==> src/rtl/keypad_matrix_scanner.sv <==
// keypad_matrix_scanner: row-scanned key matrix with frame-level debounce,
// ascending-order press/release event emitter and a small event FIFO.
`timescale 1ns/1ps
module keypad_matrix_scanner #(
    parameter int ROWS            = 4,
    parameter int COLS            = 4,
    parameter int SCAN_DIV        = 50000,
    parameter int DEBOUNCE_FRAMES = 3,
    parameter int FIFO_DEPTH      = 4,
    localparam int KW = $clog2(ROWS * COLS)
) (
    input  logic                 clk_50,
    input  logic                 rst,
    input  logic [COLS-1:0]      col,
    output logic [ROWS-1:0]      row,
    output logic [ROWS*COLS-1:0] key_state,
    output logic                 evt_valid,
    input  logic                 evt_ready,
    output logic [KW-1:0]        evt_code,
    output logic                 evt_press,
    output logic                 overflow,
    input  logic                 ovf_clr
);
    localparam int N  = ROWS * COLS;
    localparam int DW = $clog2(SCAN_DIV);
    localparam int RW = $clog2(ROWS);
    localparam int SW = $clog2(DEBOUNCE_FRAMES + 1);
    localparam int PW = $clog2(FIFO_DEPTH);
    localparam int CW = $clog2(FIFO_DEPTH + 1);

    typedef enum logic {IDLE, EMIT} emit_t;

    logic [DW-1:0]   div_cnt;
    logic [RW-1:0]   row_idx;
    logic [RW-1:0]   row_idx_nxt;
    logic [ROWS-1:0] row_nxt;
    logic [N-1:0]    snap;
    logic [N-1:0]    snap_nxt;
    logic [N-1:0]    prev;
    logic [SW-1:0]   stable_cnt;
    logic [SW-1:0]   stable_nxt;
    logic [N-1:0]    diff;
    emit_t           state;
    logic [KW-1:0]   emit_idx;
    logic            tick;
    logic            frame_end;
    logic            commit;
    logic            push;
    logic            pop;
    logic            full;
    logic            push_ok;
    logic            drop;
    logic [KW:0]     mem [FIFO_DEPTH];
    logic [PW-1:0]   wptr;
    logic [PW-1:0]   rptr;
    logic [CW-1:0]   count;

    assign tick        = (div_cnt == DW'(SCAN_DIV - 1));
    assign frame_end   = tick && (row_idx == RW'(ROWS - 1));
    assign row_idx_nxt = (row_idx == RW'(ROWS - 1)) ? '0 : row_idx + RW'(1);

    // Merge the current column sample into the snapshot; one-hot of next row
    always_comb begin
        snap_nxt = snap;
        row_nxt  = '0;
        for (int r = 0; r < ROWS; r++) begin
            if (RW'(r) == row_idx) snap_nxt[r*COLS +: COLS] = col;
            if (RW'(r) == row_idx_nxt) row_nxt[r] = 1'b1;
        end
    end

    // Stability counter update for a completed frame
    always_comb begin
        if (snap_nxt != prev)
            stable_nxt = '0;
        else if (stable_cnt == SW'(DEBOUNCE_FRAMES))
            stable_nxt = stable_cnt;
        else
            stable_nxt = stable_cnt + SW'(1);
    end

    assign commit = frame_end
                 && (stable_nxt == SW'(DEBOUNCE_FRAMES))
                 && (snap_nxt != key_state)
                 && (state == IDLE);

    // Scan divider, row drive, snapshot and frame debounce tracking
    always_ff @(posedge clk_50 or posedge rst) begin
        if (rst) begin
            div_cnt    <= '0;
            row_idx    <= '0;
            row        <= {{(ROWS-1){1'b0}}, 1'b1};
            snap       <= '0;
            prev       <= '0;
            stable_cnt <= '0;
        end else begin
            div_cnt <= tick ? '0 : div_cnt + DW'(1);
            if (tick) begin
                snap    <= snap_nxt;
                row_idx <= row_idx_nxt;
                row     <= row_nxt;
            end
            if (frame_end) begin
                stable_cnt <= stable_nxt;
                if (snap_nxt != prev) prev <= snap_nxt;
            end
        end
    end

    // Emitter FSM: commit the debounced frame, then walk every key index once
    always_ff @(posedge clk_50 or posedge rst) begin
        if (rst) begin
            state     <= IDLE;
            emit_idx  <= '0;
            key_state <= '0;
            diff      <= '0;
        end else begin
            case (state)
                IDLE: begin
                    if (commit) begin
                        key_state <= snap_nxt;
                        diff      <= snap_nxt ^ key_state;
                        emit_idx  <= '0;
                        state     <= EMIT;
                    end
                end
                EMIT: begin
                    if (emit_idx == KW'(N - 1)) begin
                        emit_idx <= '0;
                        state    <= IDLE;
                    end else begin
                        emit_idx <= emit_idx + KW'(1);
                    end
                end
            endcase
        end
    end

    assign push      = (state == EMIT) && diff[emit_idx];
    assign full      = (count == CW'(FIFO_DEPTH));
    assign evt_valid = (count != '0);
    assign pop       = evt_valid && evt_ready;
    assign push_ok   = push && (!full || pop);
    assign drop      = push && full && !pop;

    // FIFO pointers, occupancy and sticky overflow (a drop beats a clear)
    always_ff @(posedge clk_50 or posedge rst) begin
        if (rst) begin
            wptr     <= '0;
            rptr     <= '0;
            count    <= '0;
            overflow <= 1'b0;
        end else begin
            if (push_ok) wptr <= wptr + PW'(1);
            if (pop) rptr <= rptr + PW'(1);
            if (push_ok && !pop)
                count <= count + CW'(1);
            else if (pop && !push_ok)
                count <= count - CW'(1);
            if (drop)
                overflow <= 1'b1;
            else if (ovf_clr)
                overflow <= 1'b0;
        end
    end

    // FIFO storage; contents are masked at the output while empty
    always_ff @(posedge clk_50) begin
        if (push_ok) mem[wptr] <= {emit_idx, key_state[emit_idx]};
    end

    assign {evt_code, evt_press} = evt_valid ? mem[rptr] : '0;

endmodule

==> config.mk <==
export PLATFORM = sky130hd
export DESIGN_NAME = keypad_matrix_scanner
export DESIGN_NICKNAME = d
export VERILOG_FILES = /design/src/rtl/keypad_matrix_scanner.sv
export SDC_FILE = /design/constraint.sdc
export NUM_CORES = 1
export LEC_CHECK = 0
export BUFFER_PORTS_ARGS = -buffer_cell sky130_fd_sc_hd__buf_2
export CAP_MARGIN = 20
export CORE_MARGIN = 5
export CORE_UTILIZATION = 40
export CTS_CLUSTER_DIAMETER = 60
export CTS_CLUSTER_SIZE = 28
export DETAILED_ROUTE_END_ITERATION = 7
export MAX_ROUTING_LAYER = met4
export SETUP_SLACK_MARGIN = 0.02
export SKIP_LAST_GASP = 1
export SLEW_MARGIN = 30
export SYNTH_ARGS = -nofsm -noshare
export SYNTH_HDL_FRONTEND = slang
export SYNTH_SLANG_ARGS = --single-unit
==> constraint.sdc <==
create_clock -name clk_50 -period 3.4 [get_ports clk_50]
set_input_delay 1.02 -clock clk_50 [delete_from_list [all_inputs] [get_ports clk_50]]
set_output_delay 1.02 -clock clk_50 [all_outputs]
set_load 0.1 [all_outputs]
==> qor.csv <==
metric,value,unit
rrSetupSlack,290,ps
io_buffers,34,
rsz0062_at_grt,no,
diodes,0,
fp.coreArea,14500,um2
grt_antenna_before_repair,0,
ys_seq_area_frac,0.527,
cts_root_buf,clkbuf_16,
synth-main-ff-cell,dfrtp_1,
cp_max_fo,33,
grt_max_degree,102,
synth_top_cells_by_area,"dfrtp_1, edfxtp_1, mux2_2",
final_layout_size_suffix_gt1_frac,0.325,
place_congestion,0.819,
floorplan.rows,44,
p_int,2750,uW
worstPathRequired,3690,ps
grt_pass1_wl,20.5,mm
syn_nets,471,
area_delta_synth_final,19.1,%
p_seq_frac,0.441,
via_count,3619,
clock_latency,410,ps
tritoncts,yes,
setup_violations,0,
post-cts-setup-buffers,0,
cts.clk_slew.worst_paths,50,ps
end_kind,flop,
r2r_end,diff[2],
synth_top_family_by_area,multiplexers,
ys_ff_latch,121,
dr.pass1.iters,4,
gr-usage-all-layers,0.155,
yosysMostFrequentCell,dfrtp_1,
dieArea,17400,um2
yosys_warnings,0,
h-tree-depth,4,
cts_resized,0,
synth_area,5930,um2
cts_buffers,17,
fillers,1274,
synth_cell_types,44,
path_delay_family,simple AND/OR/NAND/NOR gates,
start_util,0.408,
max_stage_delay,410,ps
die_x,132,um
slowest_stage,nor4_1,
place_area,6470,um2
clock_sinks,121,
synth_mux_area_frac,0.216,
crit_chain,inv_1 -> ha_2 -> mux2i_2 -> xnor2_1 -> nor4_1 -> nand4_1 -> nor4_4 -> buf_12 -> mux2_2,
synth.top_cells.by_count,"dfrtp_1, nand2_1, xnor2_1, mux2_2, o21ai_0",
cap_violations,0,
hold_buffers,0,
crit_path_start_kind,flop,
synth_fa_ha_area_frac,0.0266,
yosysTopAreaCellShare,0.422,
cp_num_buf_inv,2,
wire_per_inst,17.3,um
max_freq,0.321,GHz
worstHoldPathType,flop to flop,
hold_viol_final,0,
antenna_left,0,
postSynthCellCount,451,
hold_start,row[0],
combPwrFrac,0.057,
post-route-min-period,3110,ps
hold_depth,2,
ys_async_sr_fraction,0.835,
min_to,row[0],
reg2reg_from,row_idx[0],
vias_per_cell,5.10,
first_iter_violations,182,
reg2reg_depth,9,
clkPwrFrac,0.502,
whs,461,ps
power,3540,uW
yosysTopAreaCell,dfrtp_1,
grt_pass1_vias,3795,
drc,0,
synth_compound_area_frac,0.0291,
boundaryPins,35,
synthSimpleGateAreaFrac,0.0968,
finalSetupTns,0,ps
routed_wl,12.3,mm
avgSynthCellArea,13.2,um2
tightest_slew,581,ps
cts_buffer_depth,2,
path_class,flop to flop,
drv_slew,0,
grt-ovfl-total,0,
cellPowerDensity,501,nW/um2
cp.arrival,3400,ps
nNetsFinal,533,
power_switching,792,uW
clock_skew,7.77,ps
swShare,0.223,
post-dp-hpwl,8.81,mm
dieHeight,132,um
synth_xor_area_frac,0.0753,
final_area,7070,um2
synth_edf_count,20,
ir_drop,0.300,mV
leakagePower,0.00315,uW
slew_headroom,0.613,
outcome,completed,
fin_crit_sh,0.916,
-- through the flow --
step                cells  worst slack (ps)  utilization
floorplan             451              32.7            -
detailed placement    678              33.2        0.445
CTS                   710               145        0.486
finish                710               287        0.486
global route          710              97.5        0.486
global placement      678              95.0        0.445
-- cells in the final DEF, fill, tap and decap left out, types with 3 or more instances in the layout --
master     Yosys  final
mux2_4        20     20
and2_1        10     10
nand3_1       12     12
ha_1          11      9
mux2i_1       13     13
clkbuf_16      0     18
xnor2_1       39     39
nand2b_1       4      4
inv_1         13     12
buf_4          1     25
buf_2          2     34
a21oi_1        3      3
nand2_1       45     45
buf_12         0      3
nor2_1        13     13
mux4_2        15     15
nor4_1         9      7
mux2_2        32     32
o21ai_0       25     25
xor2_1        12     12
mux2_1         5      5
clkbuf_1       9      6
mux2i_2        7      7
dfrtp_1      100    100
edfxtp_1      20     20
nand4_1        3      3
-- state kept, by name, summed over array words and instances, names as in the netlist, 3 cells and up --
signal,count
mem,20
diff,16
div_cnt,16
key_state,16
prev,16
snap,16
emit_idx,4
row,4
count,3
-- power by group through the flow --
stage | Clock, uW | Combinational (uW) | Sequential [uW]
2_1_floorplan | 0 | 193 | 1550
3_3_place_gp | 0 | 198 | 1590
3_5_place_dp | 0 | 205 | 1590
4_1_cts | 1820 | 210 | 1560
5_1_grt | 1890 | 224 | 1570
6_report | 1780 | 203 | 1560
-- how the worst max path moves through the flow --
| stage | from | end | cells after the start |
|---|---|---|---|
| finish | row_idx[0] | diff[2] | 9 |
| detailed placement | col[3] | diff[2] | 8 |
| floorplan | count[0] | evt_code[0] | 3 |
| CTS | row_idx[0] | diff[2] | 9 |
| global route | row_idx[0] | diff[4] | 9 |
| global placement | col[3] | diff[4] | 8 |
-- area by class of cell --
type                            count  area (um2)  area share
Inverter                           13        52.6     0.00743
Sequential cell                   121        3130       0.443
Clock inverter                      6        87.6      0.0124
Tap cell                          184         230      0.0326
Clock buffer                       26         500      0.0708
Timing Repair Buffer               62         418      0.0591
Multi-Input combinational cell    298        2650       0.375
-- worst reg2reg max path, delay by kind of cell (launching register included) --
kind          cells  cell delay [ps]
xor+xnor          1              120
fa+ha+maj         1              340
buf+inv           2              400
flops             1              400
mux               2              710
simple gates      3             1030
-- cells by family (layout without fill, tap and decap cells) --
logic type	Yosys count	count (layout)
AO/OA/AOI/OAI	32	32
XOR/XNOR	51	51
adder cells (fa/ha/maj)	12	12
buffers and inverters	32	107
flip-flops	121	121
multiplexers	92	92
AND/OR/NAND/NOR	111	111
-- metal layers --
| metal | track usage | vias up | part of all wire |
|---|---|---|---|
| met1 | 0.196 | 1815 | 0.45 |
| met4 | 0.0669 | 0 | 0.025 |
| li1 | - | 1725 | - |
| met5 | - | - | 0 |
| met2 | 0.236 | 58 | 0.49 |
| met3 | 0.0405 | 21 | 0.033 |
Note: power is estimated with default switching activity, not from simulation.
